`config.mk`:
```
export PLATFORM = sky130hd
export DESIGN_NAME = pipe_stage_fifo
export DESIGN_NICKNAME = d
export VERILOG_FILES = /design/src/rtl/pipe_stage_fifo.sv
export SDC_FILE = /design/constraint.sdc
export NUM_CORES = 1
export LEC_CHECK = 0
export CAP_MARGIN = 0
export CORE_MARGIN = 8
export CORE_UTILIZATION = 43
export DETAILED_ROUTE_END_ITERATION = 12
export HOLD_SLACK_MARGIN = 0.1
export PLACE_DENSITY = 0.76
export SYNTH_ARGS = -nofsm -noshare
export SYNTH_HDL_FRONTEND = slang
export SYNTH_SLANG_ARGS = --single-unit
```
`constraint.sdc`:
```
create_clock -name clk -period 2.59 [get_ports clk]
set_input_delay 0.518 -clock clk [delete_from_list [all_inputs] [get_ports clk]]
set_output_delay 0.518 -clock clk [all_outputs]
set_load 0.02 [all_outputs]
```
`src/rtl/pipe_stage_fifo.sv`:
```
// Elastic pipeline stage register: a DEPTH-entry FIFO with the valid/allow_in
// handshake of the single-entry stage registers, plus flush and occupancy.
module pipe_stage_fifo #(
  parameter int unsigned DATA_W    = 32,
  parameter int unsigned DEPTH     = 2,
  parameter bit          PASS_THRU = 1'b1,
  parameter int unsigned CNT_W     = $clog2(DEPTH + 1)
) (
  input  logic              clk,
  input  logic              reset,
  input  logic              prev_valid,
  input  logic [DATA_W-1:0] in_data,
  output logic              allow_in,
  input  logic              flush,
  output logic              out_valid,
  output logic [DATA_W-1:0] out_data,
  input  logic              next_allow_in,
  output logic [CNT_W-1:0]  count
);

  // One-bit pointers still exist for DEPTH=1; they are pinned to 0 by the wrap.
  localparam int unsigned      PTR_W    = (DEPTH > 1) ? $clog2(DEPTH) : 1;
  localparam logic [PTR_W-1:0] PTR_LAST = PTR_W'(DEPTH - 1);
  localparam logic [CNT_W-1:0] CNT_FULL = CNT_W'(DEPTH);

  logic [DATA_W-1:0] mem_q [DEPTH];
  logic [PTR_W-1:0]  rd_ptr_q, rd_ptr_d;
  logic [PTR_W-1:0]  wr_ptr_q, wr_ptr_d;
  logic [CNT_W-1:0]  count_q, count_d;
  logic              not_full;
  logic              push;
  logic              pop;

  // Handshake decode and masked head read.
  always_comb begin
    not_full  = (count_q < CNT_FULL);
    out_valid = (count_q != '0);
    if (PASS_THRU) begin
      allow_in = not_full | next_allow_in;
    end else begin
      allow_in = not_full;
    end
    push     = prev_valid & allow_in & ~flush;
    pop      = out_valid & next_allow_in & ~flush;
    out_data = out_valid ? mem_q[rd_ptr_q] : '0;
    count    = count_q;
  end

  // Pointer and occupancy next state; flush clears everything.
  always_comb begin
    rd_ptr_d = rd_ptr_q;
    wr_ptr_d = wr_ptr_q;
    count_d  = count_q;
    if (pop) begin
      rd_ptr_d = (rd_ptr_q == PTR_LAST) ? '0 : rd_ptr_q + 1'b1;
    end
    if (push) begin
      wr_ptr_d = (wr_ptr_q == PTR_LAST) ? '0 : wr_ptr_q + 1'b1;
    end
    case ({push, pop})
      2'b10:   count_d = count_q + 1'b1;
      2'b01:   count_d = count_q - 1'b1;
      default: count_d = count_q;
    endcase
    if (flush) begin
      rd_ptr_d = '0;
      wr_ptr_d = '0;
      count_d  = '0;
    end
  end

  // Control state registers with synchronous active-low reset.
  always_ff @(posedge clk) begin
    if (!reset) begin
      rd_ptr_q <= '0;
      wr_ptr_q <= '0;
      count_q  <= '0;
    end else begin
      rd_ptr_q <= rd_ptr_d;
      wr_ptr_q <= wr_ptr_d;
      count_q  <= count_d;
    end
  end

  // Payload storage: written only on push, never reset (reads are masked).
  always_ff @(posedge clk) begin
    if (push) begin
      mem_q[wr_ptr_q] <= in_data;
    end
  end

endmodule

```
==> results of run 1 <==
## layer usage
metal | wire (µm) | track usage, %
met1 | 1830 | 10.8
met2 | 2690 | 20.7
met3 | 304 | 3.60
met4 | 99 | 7.13
met5 | 0 | 0
## power groups by stage
stage | clock network [W] | registers, W | logic [W]
floorplan | 0 | 0.00128 | 0.0000712
global placement | 0 | 0.00128 | 0.000182
detailed placement | 0 | 0.00128 | 0.000186
CTS | 0.000826 | 0.00126 | 0.000186
global route | 0.000871 | 0.00126 | 0.000198
finish | 0.000796 | 0.00126 | 0.000183
## cell type report
type                       count  area (µm²)  share of cell area [%]
sequential                    69        2020                    55.0
timing repair buffer          81         788                    21.4
multi-input combinational     85         577                    15.7
clock buffer                  11         131                    3.57
tap                           75        93.8                    2.55
clock inverter                 5        51.3                    1.40
inverter                       3        11.3                   0.306
## cells by family (layout without fill, tap and decap cells)
logic type / count (synthesis) / in the layout / synth area share [%]
flip-flops: 69 / 69 / 76.7
AND/OR/NAND/NOR: 44 / 44 / 6.55
multiplexers: 32 / 32 / 12.2
buffers and inverters: 10 / 100 / 2.04
AO/OA/AOI/OAI: 5 / 5 / 1.04
XOR/XNOR: 3 / 3 / 0.997
adder cells (fa/ha/maj): 1 / 1 / 0.475
## per-stage QoR
stage	cell area, µm²	utilization, %
detailed placement	3490	59.0
CTS	3680	62.1
finish	3680	62.1
global route	3680	62.1
global placement	3490	59.0
floorplan	2640	-
## worst reg2reg max path: cells and delay by family (launching register included)
kind | cells | cell delay, ps
compound gates | 2 | 440
fa+ha+maj | 1 | 310
flops | 1 | 370
simple gates | 2 | 440
## Yosys cell counts, drive strengths merged
master / count / area share [%]
a21o: 1 / 0.29
nand2: 1 / 0.14
edfxtp: 64 / 73
a21oi: 2 / 0.38
xnor2: 1 / 0.33
dfxtp: 5 / 3.8
buf: 7 / 1.6
nand2b: 1 / 0.24
nand3: 2 / 0.38
mux2i: 32 / 12
nor2: 39 / 5.6
ha: 1 / 0.47
inv: 3 / 0.43
or3: 1 / 0.24
xor2: 2 / 0.66
o21ai: 2 / 0.38
## state kept, by name, indices dropped and copies added (netlist names), named ones only
name	flops
mem_q	64
count	2
rd_ptr_q	1
wr_ptr_q	1
## final timing paths
kind | from | end | cells after the start
min | rd_ptr_q | flip-flop | 2
max reg2reg | count[0] | count[1] | 5
max | flip-flop | out_data[11] | 4
min reg2reg | rd_ptr_q | flip-flop | 2
==> results_tabular.tex, run 1 <==
\begin{tabular}{lr}
\hline
Metric & Value \\
\hline
\multicolumn{2}{l}{\textbf{GRT}} \\
\quad Aggregate global routing overflow & 0 \\
\quad Tot GR Track Use & 11.4\% \\
\quad Initial antenna violation count & 0 \\
\quad Vias in the first global route & between 1500 and 2000 \\
\quad First-pass GRT wire length & 7550 µm \\
\quad Largest net degree at the start of global routing & 20 \\
\multicolumn{2}{l}{\textbf{Power}} \\
\quad Switch share & 20.1\% \\
\quad Int Power & $\sim$0.0018 W \\
\quad Proportion of power drawn by the clock network & about 36\% \\
\quad Overall power after layout & 0.00224 W \\
\quad Sw Pwr & 0.000450 W \\
\quad Maximum vdd ir drop & about 0.44 mV \\
\quad Static power due to leakage & around 1.2 nW \\
\quad Sequential share of power & between 50\% and 60\% \\
\quad Share of power burned in combinational logic & under 10\% \\
\quad Pwr per Cell Area & approximately 610 nW/µm² \\
\multicolumn{2}{l}{\textbf{Clock tree}} \\
\quad Resize count post-CTS & 0 \\
\quad CTS clk-pin slew, worst paths & 70 ps \\
\quad Number of sinks on the clock net & 69 \\
\quad CTS hold repair buffers & 0 \\
\quad CTS max path bufs & 2 \\
\quad Buffer count from post-CTS setup fixing & 0 \\
\quad Number of CTS-inserted buffers & 9 \\
\quad CTS H-Tree Depth & 3 \\
\quad CTS Root Cell & sky130\_fd\_sc\_hd\_\_clkbuf\_8 \\
\quad Clock Latency Late Sink & 320 ps \\
\quad Clock tree from TritonCTS & built \\
\multicolumn{2}{l}{\textbf{Critical path}} \\
\quad Critical path buffers and inverters & 2 \\
\quad Maximum fanout along the worst path & 18 \\
\quad Critical Path Slowest Stage Cell & sky130\_fd\_sc\_hd\_\_clkdlybuf4s50\_1 \\
\quad R2r setup slk & approximately 970 ps \\
\quad Required time of the critical path & 2070 ps \\
\quad Max stage delay on crit path & slightly above 600 ps \\
\quad Crit path arrival time & $\sim$1800 ps \\
\quad Kind of capture point of the worst setup path & output pin \\
\quad Crit path max-delay family & buffers and inverters \\
\quad Crit Path Category & flip-flop to output pin \\
\quad Launching element type of the critical path & flip-flop \\
\quad CP Cell Sequence & buf\_4 -> mux2i\_1 -> nor2\_1 -> clkdlybuf4s50\_1 \\
\multicolumn{2}{l}{\textbf{Run}} \\
\quad Number of max-cap violations & 0 \\
\multicolumn{2}{l}{\textbf{STA}} \\
\quad Achievable clock frequency & $\sim$430 MHz \\
\quad Final hold vios & 0 \\
\quad Final sum of negative setup slack & 0 ps \\
\quad Worst slew pin tran & slightly above 300 ps \\
\quad Fin crit period & between 2000 and 2500 ps \\
\quad Post-route clock period utilization & 89.8\% \\
\quad Worst Setup Slack, final & approximately 260 ps \\
\quad Total count of max-transition violations in the final report & 0 \\
\quad Fin Hold WS & between 500 and 600 ps \\
\quad Number of endpoints failing setup at the final stage & 0 \\
\quad Unrepaired setup endpoints after global routing & no \\
\quad Worst slew margin relative to its limit & approximately four fifths \\
\quad Setup skew after layout & approximately 7.3 ps \\
\multicolumn{2}{l}{\textbf{Placed design}} \\
\quad Routability cong. & about 0.75 \\
\quad Port-buffer cells & slightly above 70 \\
\quad Worst setup slack before clock tree synthesis & between 300 and 400 ps \\
\quad Cell Count Post-Placement & between 300 and 400 \\
\quad DP HPWL & approximately 3500 µm \\
\multicolumn{2}{l}{\textbf{Logic synthesis}} \\
\quad Number of unique standard cell types used by synthesis & 17 \\
\quad Synthesized Nets & between 200 and 250 \\
\quad Post-synthesis instance total & between 150 and 200 \\
\quad Register bit count reported by yosys & between 60 and 70 \\
\quad Synthesized area per cell & around 16 µm² \\
\quad Cell area after technology mapping & 2640 µm² \\
\quad Register area share after synthesis & between 70\% and 80\% \\
\quad Yosys synthesis warning count & 0 \\
\multicolumn{2}{l}{\textbf{Floorplan}} \\
\quad Number of ports placed on the die boundary & 73 \\
\quad Count of standard-cell rows & 28 \\
\quad Chip Width & 94.3 µm \\
\quad DIE AREA & around 8900 µm² \\
\quad Die span in y & 94.3 µm \\
\quad Initial core utilization & roughly 45\% \\
\quad Core Footprint & roughly 5900 µm² \\
\multicolumn{2}{l}{\textbf{Min path}} \\
\quad Hold WC Path Type & flip-flop to flip-flop \\
\multicolumn{2}{l}{\textbf{Final layout}} \\
\quad Number of nets in the layout & 287 \\
\quad Syn-to-layout area delta & 39.5\% \\
\quad Commonest cells after routing, fill and taps aside & sky130\_fd\_sc\_hd\_\_clkdlybuf4s50\_1, sky130\_fd\_sc\_hd\_\_edfxtp\_1, sky130\_fd\_sc\_hd\_\_nor2\_1, sky130\_fd\_sc\_hd\_\_mux2i\_1 \\
\quad Number of standard cells in the final layout excluding fillers & between 300 and 400 \\
\quad Share of post-route cells with drive strength above 1 & between 10 and 15\% \\
\quad Most common cell after layout, fill and taps aside & sky130\_fd\_sc\_hd\_\_clkdlybuf4s50\_1 \\
\quad Number of fill cells & between 400 and 500 \\
\quad Antenna diode instance count & 0 \\
\multicolumn{2}{l}{\textbf{Route}} \\
\quad Detailed-route DRC error count & 0 \\
\quad Post-detailed-route wirelength per cell & about 15 µm \\
\quad Via/cell ratio & 4.76 \\
\quad DR vias & approximately 1600 \\
\quad Detailed Routing Iterations Pass 1 & 4 \\
\quad Post-DRT Antenna Nets & 0 \\
\quad Final WL & approximately 4900 µm \\
\quad Starting DRC count in detailed routing & between 40 and 50 \\
\multicolumn{2}{l}{\textbf{Status}} \\
\quad Status & completed \\
\hline
\end{tabular}
(Power assumes the default switching activity.)
==> inputs of run 2 (changes only) <==
Settings changed: RECOVER_POWER set to 25.
==> results_tabular.tex, run 2 (synthesized netlist as in run 1, its figures left out) <==
\begin{tabular}{lr}
\hline
Metric & Value \\
\hline
\multicolumn{2}{l}{\textbf{Final layout}} \\
\quad Flip-flop count of the largest register, all copies and words added & 64 \\
\quad Number of fill cells & 459 \\
\quad Share of post-route cells with drive strength above 1 & a little over 10\% \\
\quad Register containing the most flip-flops in the final layout & mem\_q \\
\quad Most common cell after layout, fill and taps aside & sky130\_fd\_sc\_hd\_\_edfxtp\_1 \\
\quad Commonest cells after routing, fill and taps aside & sky130\_fd\_sc\_hd\_\_edfxtp\_1, sky130\_fd\_sc\_hd\_\_clkdlybuf4s50\_1, sky130\_fd\_sc\_hd\_\_nor2\_1, sky130\_fd\_sc\_hd\_\_mux2i\_1, sky130\_fd\_sc\_hd\_\_dlygate4sd3\_1 \\
\quad Area taken by flip-flops and latches & about 2000 µm² \\
\quad Syn-to-layout area delta & 39.5\% \\
\quad Multi-input logic area & between 500 and 600 µm² \\
\quad Antenna diode instance count & 0 \\
\quad Number of nets in the layout & roughly 290 \\
\multicolumn{2}{l}{\textbf{Route}} \\
\quad Via/cell ratio & between 4 and 5 \\
\quad Post-detailed-route wirelength per cell & 14.9 µm \\
\quad Detailed-route DRC error count & 0 \\
\quad DR vias & 1571 \\
\quad Final WL & a little under 5000 µm \\
\quad Starting DRC count in detailed routing & 45 \\
\quad Post-DRT Antenna Nets & 0 \\
\quad Detailed Routing Iterations Pass 1 & 4 \\
\multicolumn{2}{l}{\textbf{Clock tree}} \\
\quad CTS hold repair buffers & 0 \\
\quad Buffer count from post-CTS setup fixing & 0 \\
\quad Resize count post-CTS & 0 \\
\quad CTS Root Cell & sky130\_fd\_sc\_hd\_\_clkbuf\_8 \\
\quad CTS clk-pin slew, worst paths & 70 ps \\
\quad Number of sinks on the clock net & 69 \\
\quad Number of CTS-inserted buffers & 9 \\
\quad CTS H-Tree Depth & 3 \\
\quad Clock tree from TritonCTS & built \\
\quad Clock Latency Late Sink & around 320 ps \\
\quad CTS max path bufs & 2 \\
\multicolumn{2}{l}{\textbf{Floorplan}} \\
\quad Number of ports placed on the die boundary & 73 \\
\quad Initial core utilization & between 40\% and 50\% \\
\quad Count of standard-cell rows & 28 \\
\quad DIE AREA & just under 9000 µm² \\
\quad Chip Width & approximately 94 µm \\
\quad Core Footprint & approximately 6000 µm² \\
\quad Die span in y & 94.3 µm \\
\multicolumn{2}{l}{\textbf{Power}} \\
\quad Overall power after layout & 0.00223 W \\
\quad Int Power & $\sim$0.0018 W \\
\quad Proportion of power drawn by the clock network & between 30\% and 40\% \\
\quad Share of power burned in combinational logic & 7.9\% \\
\quad Pwr per Cell Area & 607 nW/µm² \\
\quad Sw Pwr & between 0.0004 and 0.0005 W \\
\quad Sequential share of power & 56.5\% \\
\quad Static power due to leakage & $\sim$1.2 nW \\
\quad Switch share & about a fifth \\
\quad Maximum vdd ir drop & 0.436 mV \\
\multicolumn{2}{l}{\textbf{Critical path}} \\
\quad Crit Path Category & flip-flop to output pin \\
\quad Crit path arrival time & approximately 1800 ps \\
\quad R2r setup slk & between 900 and 1000 ps \\
\quad Number of cells traversed by the worst register-to-register path & 5 \\
\quad Kind of capture point of the worst setup path & output pin \\
\quad Launching element type of the critical path & flip-flop \\
\quad Maximum fanout along the worst path & 18 \\
\quad Required time of the critical path & between 2000 and 2500 ps \\
\multicolumn{2}{l}{\textbf{Min path}} \\
\quad Hold WC Path Type & flip-flop to flip-flop \\
\quad Number of stages on the worst hold path & 2 \\
\multicolumn{2}{l}{\textbf{STA}} \\
\quad Setup skew after layout & about 7.3 ps \\
\quad Worst slew margin relative to its limit & 79.5\% \\
\quad Fin Hold WS & about 540 ps \\
\quad Achievable clock frequency & 431 MHz \\
\quad Fin crit period & 2320 ps \\
\quad Total count of max-transition violations in the final report & 0 \\
\quad Unrepaired setup endpoints after global routing & no \\
\quad Number of endpoints failing setup at the final stage & 0 \\
\quad Post-route clock period utilization & 89.7\% \\
\quad Final hold vios & 0 \\
\quad Final sum of negative setup slack & 0 ps \\
\quad Worst slew pin tran & just over 300 ps \\
\multicolumn{2}{l}{\textbf{GRT}} \\
\quad Initial antenna violation count & 0 \\
\quad Fraction of met1 tracks used by global routing & between 10\% and 20\% \\
\quad Met3 track demand over resource & 3.60\% \\
\quad Largest net degree at the start of global routing & 20 \\
\quad Aggregate global routing overflow & 0 \\
\quad First-pass GRT wire length & 7550 µm \\
\quad Vias in the first global route & 1666 \\
\quad Fraction of met2 tracks used by global routing & about a fifth \\
\quad Tot GR Track Use & a little under an eighth \\
\quad Most utilized layer in the global route result & met2 \\
\multicolumn{2}{l}{\textbf{Placed design}} \\
\quad DP HPWL & 3540 µm \\
\quad Routability cong. & 0.750 \\
\quad Port-buffer cells & between 70 and 80 \\
\multicolumn{2}{l}{\textbf{Status}} \\
\quad Status & completed \\
\multicolumn{2}{l}{\textbf{Run}} \\
\quad Number of max-cap violations & 0 \\
\hline
\end{tabular}
run 2: final cells by class:
class | count | area share, %
tap | 75 | 2.55
multi-input combinational | 85 | 15.7
clock buffer | 11 | 3.57
sequential | 69 | 55.0
inverter | 3 | 0.306
timing repair buffer | 81 | 21.4
clock inverter | 5 | 1.40
run 2: worst paths after layout:
check	startpoint	end
setup reg to reg	count[0]	count[1]
hold reg to reg	rd_ptr_q	flip-flop
hold / removal	rd_ptr_q	flip-flop
setup / recovery	flip-flop	out_data[6]
run 2: layer usage:
metal,share of wire (%),vias to the layer above
met1,37,744
met4,2.0,0
met5,0,-
met3,6.3,11
li1,-,767
met2,55,49
run 2: worst max-delay path, cell delays in order, from the launching register on:
cell	delay, ps
sky130_fd_sc_hd__dfxtp_2	330
sky130_fd_sc_hd__buf_4	290
sky130_fd_sc_hd__mux2i_1	120
sky130_fd_sc_hd__nor2_1	110
sky130_fd_sc_hd__clkdlybuf4s50_1	620
run 2: through the flow:
step	util, %	cells	area [µm²]	setup slack (ps)
after floorplan	-	164	2640	-150
after global placement	59.0	313	3490	312
after detailed placement	59.0	313	3490	306
after CTS	62.1	329	3680	209
after global routing	62.1	329	3680	144
final	62.1	329	3680	268
run 2: power by group through the flow:
stage	registers (W)	clock network (W)	logic, W
final	0.00126	0.000796	0.000176
after detailed placement	0.00128	0	0.000186
after CTS	0.00126	0.000826	0.000186
after global routing	0.00126	0.000871	0.000191
after floorplan	0.00128	0	0.0000712
after global placement	0.00128	0	0.000182
==> inputs of run 3 (changes only) <==
--- a/config.mk
+++ b/config.mk
@@ -9,6 +9,6 @@
 export CORE_MARGIN = 8
-export CORE_UTILIZATION = 43
+export CORE_UTILIZATION = 40
 export DETAILED_ROUTE_END_ITERATION = 12
 export HOLD_SLACK_MARGIN = 0.1
-export PLACE_DENSITY = 0.76
+export PLACE_DENSITY = 0.68
 export RECOVER_POWER = 25
==> constraint.sdc (replaced) <==
create_clock -name clk -period 2.59 [get_ports clk]
set_input_delay 0.259 -clock clk [delete_from_list [all_inputs] [get_ports clk]]
set_output_delay 0.259 -clock clk [all_outputs]
set_load 0.02 [all_outputs]
==> results_tabular.tex, run 3 (synthesized netlist as in run 1, its figures left out) <==
\begin{tabular}{lr}
\hline
Metric & Value \\
\hline
\multicolumn{2}{l}{\textbf{Status}} \\
\quad Status & completed \\
\multicolumn{2}{l}{\textbf{Run}} \\
\quad Number of max-cap violations & 0 \\
\multicolumn{2}{l}{\textbf{Critical path}} \\
\quad Reg-to-Reg Start & count[1] \\
\quad CP startpoint & count[0] \\
\quad Kind of capture point of the worst setup path & output pin \\
\quad Maximum fanout along the worst path & 18 \\
\quad Required time of the critical path & roughly 2300 ps \\
\quad Crit Path Category & flip-flop to output pin \\
\quad Crit path arrival time & approximately 1800 ps \\
\quad Launching element type of the critical path & flip-flop \\
\multicolumn{2}{l}{\textbf{GRT}} \\
\quad Aggregate global routing overflow & 0 \\
\quad Tot GR Track Use & around 11\% \\
\quad Largest net degree at the start of global routing & 19 \\
\quad Initial antenna violation count & 0 \\
\quad First-pass GRT wire length & about 8200 µm \\
\quad Vias in the first global route & about 1700 \\
\multicolumn{2}{l}{\textbf{Clock tree}} \\
\quad Clock tree from TritonCTS & built \\
\quad Resize count post-CTS & 0 \\
\quad Buffer count from post-CTS setup fixing & 0 \\
\quad CTS max path bufs & 2 \\
\quad CTS H-Tree Depth & 3 \\
\quad CTS Root Cell & sky130\_fd\_sc\_hd\_\_clkbuf\_8 \\
\quad Clock Latency Late Sink & 330 ps \\
\quad Number of sinks on the clock net & 69 \\
\quad CTS hold repair buffers & 0 \\
\quad CTS clk-pin slew, worst paths & $\sim$70 ps \\
\quad Number of CTS-inserted buffers & 9 \\
\multicolumn{2}{l}{\textbf{STA}} \\
\quad Worst slew pin tran & just under 300 ps \\
\quad Final sum of negative setup slack & 0 ps \\
\quad Unrepaired setup endpoints after global routing & no \\
\quad Worst slew margin relative to its limit & approximately four fifths \\
\quad Total count of max-transition violations in the final report & 0 \\
\quad Fin Hold WS & between 500 and 600 ps \\
\quad Final hold vios & 0 \\
\quad Fin crit period & 2090 ps \\
\quad Number of endpoints failing setup at the final stage & 0 \\
\quad Setup skew after layout & roughly 8.8 ps \\
\quad Achievable clock frequency & $\sim$480 MHz \\
\quad Worst Setup Slack, final & 504 ps \\
\quad Post-route clock period utilization & approximately 81\% \\
\multicolumn{2}{l}{\textbf{Final layout}} \\
\quad Number of nets in the layout & approximately 290 \\
\quad Share of post-route cells with drive strength above 1 & under 10\% \\
\quad Commonest cells after routing, fill and taps aside & sky130\_fd\_sc\_hd\_\_edfxtp\_1, sky130\_fd\_sc\_hd\_\_clkdlybuf4s50\_1, sky130\_fd\_sc\_hd\_\_nor2\_1, sky130\_fd\_sc\_hd\_\_mux2i\_1, sky130\_fd\_sc\_hd\_\_dlygate4sd3\_1 \\
\quad Syn-to-layout area delta & 38.9\% \\
\quad Most common cell after layout, fill and taps aside & sky130\_fd\_sc\_hd\_\_edfxtp\_1 \\
\quad Flip-flop count of the largest register, all copies and words added & 64 \\
\quad Antenna diode instance count & 0 \\
\quad Register containing the most flip-flops in the final layout & mem\_q \\
\quad Number of fill cells & approximately 520 \\
\multicolumn{2}{l}{\textbf{Min path}} \\
\quad Worst min-delay path startpoint & rd\_ptr\_q \\
\quad Hold WC Path Type & flip-flop to flip-flop \\
\multicolumn{2}{l}{\textbf{Floorplan}} \\
\quad DIE AREA & about 9400 µm² \\
\quad Die span in y & roughly 100 µm \\
\quad Initial core utilization & roughly two fifths \\
\quad Core Footprint & 6350 µm² \\
\quad Count of standard-cell rows & 29 \\
\quad Chip Width & $\sim$100 µm \\
\quad Number of ports placed on the die boundary & 73 \\
\multicolumn{2}{l}{\textbf{Power}} \\
\quad Static power due to leakage & 1.20 nW \\
\quad Maximum vdd ir drop & $\sim$0.34 mV \\
\quad Pwr per Cell Area & about 600 nW/µm² \\
\multicolumn{2}{l}{\textbf{Route}} \\
\quad Post-detailed-route wirelength per cell & 15.1 µm \\
\quad Detailed Routing Iterations Pass 1 & 4 \\
\quad DR vias & 1531 \\
\quad Post-DRT Antenna Nets & 0 \\
\quad Via/cell ratio & 4.64 \\
\quad Final WL & 4970 µm \\
\quad Starting DRC count in detailed routing & a little over 70 \\
\quad Detailed-route DRC error count & 0 \\
\multicolumn{2}{l}{\textbf{Placed design}} \\
\quad DP HPWL & around 3600 µm \\
\quad Routability cong. & between 0.7 and 0.8 \\
\quad Port-buffer cells & 72 \\
\quad Worst setup slack before clock tree synthesis & 503 ps \\
\hline
\end{tabular}
[run 3: critical path: stages (launching register included)]
cell and delay, ps:
sky130_fd_sc_hd__dfxtp_1 430, sky130_fd_sc_hd__nor2_2 70, sky130_fd_sc_hd__buf_4 200, sky130_fd_sc_hd__nor2_1 160
sky130_fd_sc_hd__clkdlybuf4s50_1 620
[run 3: cell type report]
type / instances / area, µm² / share of cell area, %
clock buffer: 14 / 163 / 4.44
sequential: 69 / 2020 / 55.3
clock inverter: 2 / 10.0 / 0.273
multi-input combinational: 85 / 577 / 15.8
inverter: 3 / 11.3 / 0.308
tap: 77 / 96.3 / 2.63
timing repair buffer: 80 / 781 / 21.3
[run 3: final timing paths]
check	end	slack [ps]	depth (start not counted)
setup / recovery	out_data[28]	500	4
setup reg to reg	count[1]	910	5
hold reg to reg	rd_ptr_q	510	2
hold / removal	rd_ptr_q	510	2
[run 3: routing by layer]
metal	track usage, %	vias up	part of all wire [%]
li1	-	766	-
met5	0	-	0
met2	18.0	48	52
met4	6.04	0	2.3
met3	4.41	10	6.8
met1	12.1	707	39
[run 3: through the flow]
step | power [W] | cells | cell area, µm² | utilization [%]
floorplan | 0.00136 | 164 | 2640 | -
global placement | 0.00146 | 314 | 3490 | 54.9
detailed placement | 0.00147 | 314 | 3490 | 54.9
CTS | 0.00223 | 330 | 3660 | 57.7
global route | 0.00229 | 330 | 3660 | 57.7
finish | 0.00219 | 330 | 3660 | 57.7
[run 3: power breakdown]
part	switching [W]	internal, W
logic	0.0000844	0.0000911
registers	0.00000834	0.00125
clock network	0.000356	0.000398
total	0.000449	0.00174
